==> src/rtl/rr_sel_arbiter.sv <==
// Round-robin arbiter driving the select of a 4:1 channel mux, with per-grant
// bursts of up to BURST_LEN beats and a valid/ready handshake to the consumer.
module rr_sel_arbiter #(
  parameter int BURST_LEN = 2,
  parameter int CNT_W     = 4
) (
  input  logic       clk,
  input  logic       rst,
  input  logic [3:0] req,
  input  logic       out_ready,
  output logic [1:0] sel,
  output logic [3:0] gnt,
  output logic       out_valid,
  output logic       out_last
);

  localparam logic [0:0]       IDLE       = 1'b0;
  localparam logic [0:0]       GRANT      = 1'b1;
  localparam logic [CNT_W-1:0] LAST_CNT   = CNT_W'(BURST_LEN - 1);
  localparam logic             FIRST_LAST = (BURST_LEN == 1) ? 1'b1 : 1'b0;

  // Returns {found, index} of the first set bit searching start, start+1, ... mod 4.
  function automatic logic [2:0] rr_pick(input logic [3:0] vec, input logic [1:0] start);
    logic [2:0] res;
    logic [1:0] idx;
    res = 3'b000;
    for (int k = 3; k >= 0; k--) begin
      idx = start + 2'(k);
      if (vec[idx]) begin
        res = {1'b1, idx};
      end else begin
        res = res;
      end
    end
    return res;
  endfunction

  logic [0:0]       state_r, state_s;
  logic [1:0]       sel_r, sel_s, ptr_r, ptr_s;
  logic [3:0]       gnt_r, gnt_s;
  logic             out_valid_r, out_valid_s, out_last_r, out_last_s;
  logic [CNT_W-1:0] cnt_r, cnt_s;
  logic [3:0]       req_clean_s;
  logic [2:0]       pick_idle_s, pick_rel_s;
  logic             release_s;

  // Map X/Z request bits to 0 so that a floating request can never win arbitration.
  always_comb begin
    req_clean_s = 4'b0000;
    for (int i = 0; i < 4; i++) begin
      if (req[i] == 1'b1) begin
        req_clean_s[i] = 1'b1;
      end else begin
        req_clean_s[i] = 1'b0;
      end
    end
  end

  assign pick_idle_s = rr_pick(req_clean_s, ptr_r);
  assign pick_rel_s  = rr_pick(req_clean_s, sel_r + 2'd1);
  // A channel that stops requesting gives up its grant at the handshake.
  assign release_s   = out_last_r | ~req_clean_s[sel_r];

  // Next-state computation for the arbiter FSM, the burst counter and the outputs.
  always_comb begin
    state_s     = state_r;
    sel_s       = sel_r;
    gnt_s       = gnt_r;
    out_valid_s = out_valid_r;
    out_last_s  = out_last_r;
    ptr_s       = ptr_r;
    cnt_s       = cnt_r;
    case (state_r)
      IDLE: begin
        if (pick_idle_s[2]) begin
          state_s     = GRANT;
          sel_s       = pick_idle_s[1:0];
          gnt_s       = 4'b0001 << pick_idle_s[1:0];
          out_valid_s = 1'b1;
          out_last_s  = FIRST_LAST;
          cnt_s       = {CNT_W{1'b0}};
        end else begin
          gnt_s       = 4'b0000;
          out_valid_s = 1'b0;
          out_last_s  = 1'b0;
        end
      end
      GRANT: begin
        if (out_valid_r && out_ready) begin
          if (release_s) begin
            ptr_s = sel_r + 2'd1;
            cnt_s = {CNT_W{1'b0}};
            if (pick_rel_s[2]) begin
              sel_s       = pick_rel_s[1:0];
              gnt_s       = 4'b0001 << pick_rel_s[1:0];
              out_valid_s = 1'b1;
              out_last_s  = FIRST_LAST;
            end else begin
              state_s     = IDLE;
              gnt_s       = 4'b0000;
              out_valid_s = 1'b0;
              out_last_s  = 1'b0;
            end
          end else begin
            if (cnt_r == LAST_CNT) begin
              cnt_s = cnt_r;
            end else begin
              cnt_s = cnt_r + {{(CNT_W-1){1'b0}}, 1'b1};
            end
            out_last_s = (cnt_s == LAST_CNT) ? 1'b1 : 1'b0;
          end
        end else begin
          state_s = GRANT;
        end
      end
      default: begin
        state_s     = IDLE;
        gnt_s       = 4'b0000;
        out_valid_s = 1'b0;
        out_last_s  = 1'b0;
        cnt_s       = {CNT_W{1'b0}};
      end
    endcase
  end

  // State and output registers with synchronous reset.
  always_ff @(posedge clk) begin
    if (rst) begin
      state_r     <= IDLE;
      sel_r       <= 2'b00;
      gnt_r       <= 4'b0000;
      out_valid_r <= 1'b0;
      out_last_r  <= 1'b0;
      ptr_r       <= 2'b00;
      cnt_r       <= {CNT_W{1'b0}};
    end else begin
      state_r     <= state_s;
      sel_r       <= sel_s;
      gnt_r       <= gnt_s;
      out_valid_r <= out_valid_s;
      out_last_r  <= out_last_s;
      ptr_r       <= ptr_s;
      cnt_r       <= cnt_s;
    end
  end

  assign sel       = sel_r;
  assign gnt       = gnt_r;
  assign out_valid = out_valid_r;
  assign out_last  = out_last_r;

endmodule

==> config.mk <==
export PLATFORM = sky130hd
export DESIGN_NAME = rr_sel_arbiter
export DESIGN_NICKNAME = d
export VERILOG_FILES = /design/src/rtl/rr_sel_arbiter.sv
export SDC_FILE = /design/constraint.sdc
export NUM_CORES = 1
export LEC_CHECK = 0
export ABC_AREA = 1
export CORE_UTILIZATION = 31
export CTS_BUF_LIST = sky130_fd_sc_hd__clkbuf_16
export DETAILED_ROUTE_END_ITERATION = 10
export SLEW_MARGIN = 20
export SYNTH_ARGS = -nofsm -noshare
export SYNTH_HDL_FRONTEND = slang
export SYNTH_SLANG_ARGS = --single-unit
==> constraint.sdc <==
create_clock -name clk -period 1.35 [get_ports clk]
set_input_delay 0.27 -clock clk [delete_from_list [all_inputs] [get_ports clk]]
set_output_delay 0.27 -clock clk [all_outputs]
set_load 0.02 [all_outputs]
==> results of run 1 <==
[how the worst max path moves through the flow]
stage          depth (start not counted)  endpoint  slack (ns)   start
4_1_cts                               10    gnt[0]       -0.16  sel[0]
6_report                              10    gnt[0]       -0.16  sel[0]
3_3_place_gp                          12    gnt[2]       -0.53  req[0]
3_5_place_dp                          12    gnt[1]       -0.57  req[1]
2_1_floorplan                         12    gnt[0]       -0.11  sel[0]
5_1_grt                               10    sel[1]       -0.26  sel[0]
[synthesized netlist by cell type, types with 2 or more instances]
| library cell | n |
|---|---|
| a21oi_1 | 6 |
| a21oi_2 | 3 |
| dfxtp_1 | 15 |
| ha_1 | 2 |
| inv_1 | 28 |
| inv_2 | 7 |
| nand2_1 | 55 |
| nand2_2 | 13 |
| nand2_4 | 5 |
| nand3_1 | 27 |
| nand3_2 | 2 |
| nand4_1 | 5 |
| nor2_1 | 9 |
| nor2_2 | 3 |
| nor2_4 | 2 |
| o21ai_0 | 3 |
| o21ai_1 | 6 |
| o21ai_2 | 2 |
[flip-flops by register name (all words and copies together) (netlist names)]
signal	flops
cnt_r	4
gnt	4
ptr_r	2
sel	2
out_last	1
out_valid	1
state_r	1
[repair_timing]
action / in CTS / in global routing
resized for setup: 48 / 20
buffers inserted: 3 / 5
setup endpoints to repair: 23 / 16
pin swaps: 28 / 10
[per-stage QoR]
stage / power, mW / TNS [ns] / hold WS (ns) / util (%)
floorplan: 1.314 / -0.8769 / 0.4506 / -
global placement: 1.621 / -7.035 / 0.4579 / 41.20
CTS: 2.371 / -1.276 / 0.4741 / 45.88
detailed placement: 1.627 / -7.331 / 0.4664 / 41.20
global route: 2.678 / -3.026 / 0.4963 / 48.78
finish: 2.524 / -1.510 / 0.4670 / 48.78
[worst max-delay path: cells and delay by family (launching register included)]
kind	cells	cell delay, ns
simple gates	7	0.71
flops	1	0.38
buf+inv	2	0.18
compound gates	1	0.20
[metal layers]
metal / vias to the layer above / share of wire, % / GRT usage [%]
met1: 628 / 49 / 20.99
met5: - / 0 / 0
met3: 5 / 2.4 / 1.520
li1: 745 / - / -
met4: 0 / 1.3 / 5.585
met2: 22 / 48 / 27.88
[layout make-up]
type	instances	area, um^2
clock buffers	3	75.07
clock inverters	1	3.754
repair buffers	43	362.8
fillers	387	2078
inverters	37	151.4
multi-input cells	152	1012
well taps	50	62.56
flip-flops and latches	15	311.5
[cell families (layout without fill, tap and decap cells)]
logic type,count (synthesis),count (layout),share of synthesized area [%]
AND/OR/NAND/NOR,124,124,49.10
buffers and inverters,40,84,12.75
XOR/XNOR,2,2,1.322
adder cells (fa/ha/maj),2,2,1.888
flip-flops,15,15,22.66
AO/OA/AOI/OAI,24,24,12.28
[power groups by stage]
stage | logic [mW] | registers, mW | clock network (mW)
2_1_floorplan | 0.717 | 0.597 | 0
3_3_place_gp | 1.05 | 0.576 | 0
3_5_place_dp | 1.05 | 0.575 | 0
4_1_cts | 1.22 | 0.562 | 0.592
5_1_grt | 1.49 | 0.580 | 0.604
6_report | 1.37 | 0.569 | 0.585
==> results.ini, run 1 <==
[timing]
relSlewSlack_pct = 77.84
rsz0062_at_grt = true
final_hold_viol_count = 0
fin_skew_ns = 0.002371
fin_crit_ns = 1.513
fmax_mhz = 660.8
tightest_slew_ns = 0.3321
setup_violations = 15
slew_violations = 0
post-route-period-util_pct = 112.1
layout_setup_ws_ns = -0.1634

[yosys]
synth_nets = 216
synth_edf_count = 0
synth_top_cells_by_area = dfxtp_1 23%, nand2_1 16%, nand3_1 10%, inv_1 7.9%, nand2_2 6.1%
yosys_most_used_dff = dfxtp_1
synthArstFlopShare_pct = 0
syn_inst = 207
ys_ff_latch = 15
yosysWarnings = 0
avgSynthCellArea_um2 = 6.401
synth_top_area_cell = dfxtp_1
yosysTopAreaCellShare_pct = 22.66
ys_types = 32
synth_area_mm2 = 0.001325
yosysSeqAreaShare_pct = 22.66

[power_and_ir_drop]
leakagePower_nw = 0.9914
p_per_area_mw_per_mm2 = 1275
pwr-share-clk_pct = 23.2
vdd_drop_max_mv = 0.6960
switching_share_pct = 41.75
power_frac_seq_pct = 22.5
power_switching_mw = 1.054
p_int_mw = 1.470
p_comb_share_pct = 54.3

[run]
drv_cap = 0

[floorplanning]
die_x_um = 67.38
rows = 23
pin_count = 15
die_h_um = 67.38
dieArea_mm2 = 0.004539
core_area_mm2 = 0.004058
initial_core_util_pct = 32.65

[clocking]
cts_buffers = 3
root_buffer = clkbuf_16
htreeDepth = 1
cts_max_path_buffers = 2
cts_tree = done
cts_sinks = 15
ctsHoldBuffers = 0
clk_latency_ns = 0.25
path_clk_slew_ns = 0.05

[finish]
area_growth_pct = 49.39
fin_area_mm2 = 0.001979
drive_gt1_share_pct = 44.62
instances_no_fill = 301
final_common_cell = nand2_1
antenna_cells = 0
layout_common_cells = 43 x nand2_1, 25 x buf_4, 24 x inv_1
layout.nets = 261

[hold_path]
hold_start = cnt_r[3]
hold_depth = 2
worstHoldEndpoint = cnt_r[3]
hp-class = reg2reg

[worst_setup_path]
critPathLaunchType = flop
max_stage_delay_ns = 0.38
rrSetupSlack_ns = -0.16
crit_chain = buf_6 > o21ai_4 > nand3_1 > nand2_2 > nor2_1 > nor2_2 > nand4_1 > nand3_1 > nand2_1 > inv_1
worstSetupPathType = reg2reg
worstPathRequired_ns = 1.55
crit_slowest_cell = dfxtp_4
r2r_end = gnt[0]
cp_common_cell = nand3_1
cp_max_fo = 6
worstSetupEndpointType = flop
crit_arrival_ns = 1.71
reg2reg_depth = 10
r2r-start = sel[0]

[placed_design]
place.gp.congestion = 0.8437
place_area_mm2 = 0.001672
post-place-ws_ns = -0.5652
dp_cells = 289
post-dp-hpwl_mm = 2.357
port_buffers = 14

[route]
via_count = 1400
vias_per_cell = 4.651
drtPass1Iterations = 4
drt_wl_total_mm = 3.371
drtIter0Drc = 67
wl_per_cell_um = 11.20
drc_errors = 0
antenna_left = 0

[global_routing]
grt_overflow = 0
grt_max_degree = 10
grt_pass1_wl_mm = 5.575
antenna_found_initial = 0
grt.total_usage_pct = 16.23
grt_pass1_vias = 1304

[outcome]
outcome = finished, violations left
violations = negative setup slack

No activity file was read; power rests on OpenSTA's default activity.
==> inputs of run 2 (changes only) <==
Settings changed: CTS_CLUSTER_DIAMETER from default to 100.
==> results of run 2 <==
Same layout as run 1: the final DEF is identical, and so are final timing and power.
==> inputs of run 3 (changes only) <==
Settings changed: SLEW_MARGIN 20 to 10.
==> results of run 3 <==
Same layout as run 1: the final DEF is identical, and so are final timing and power.
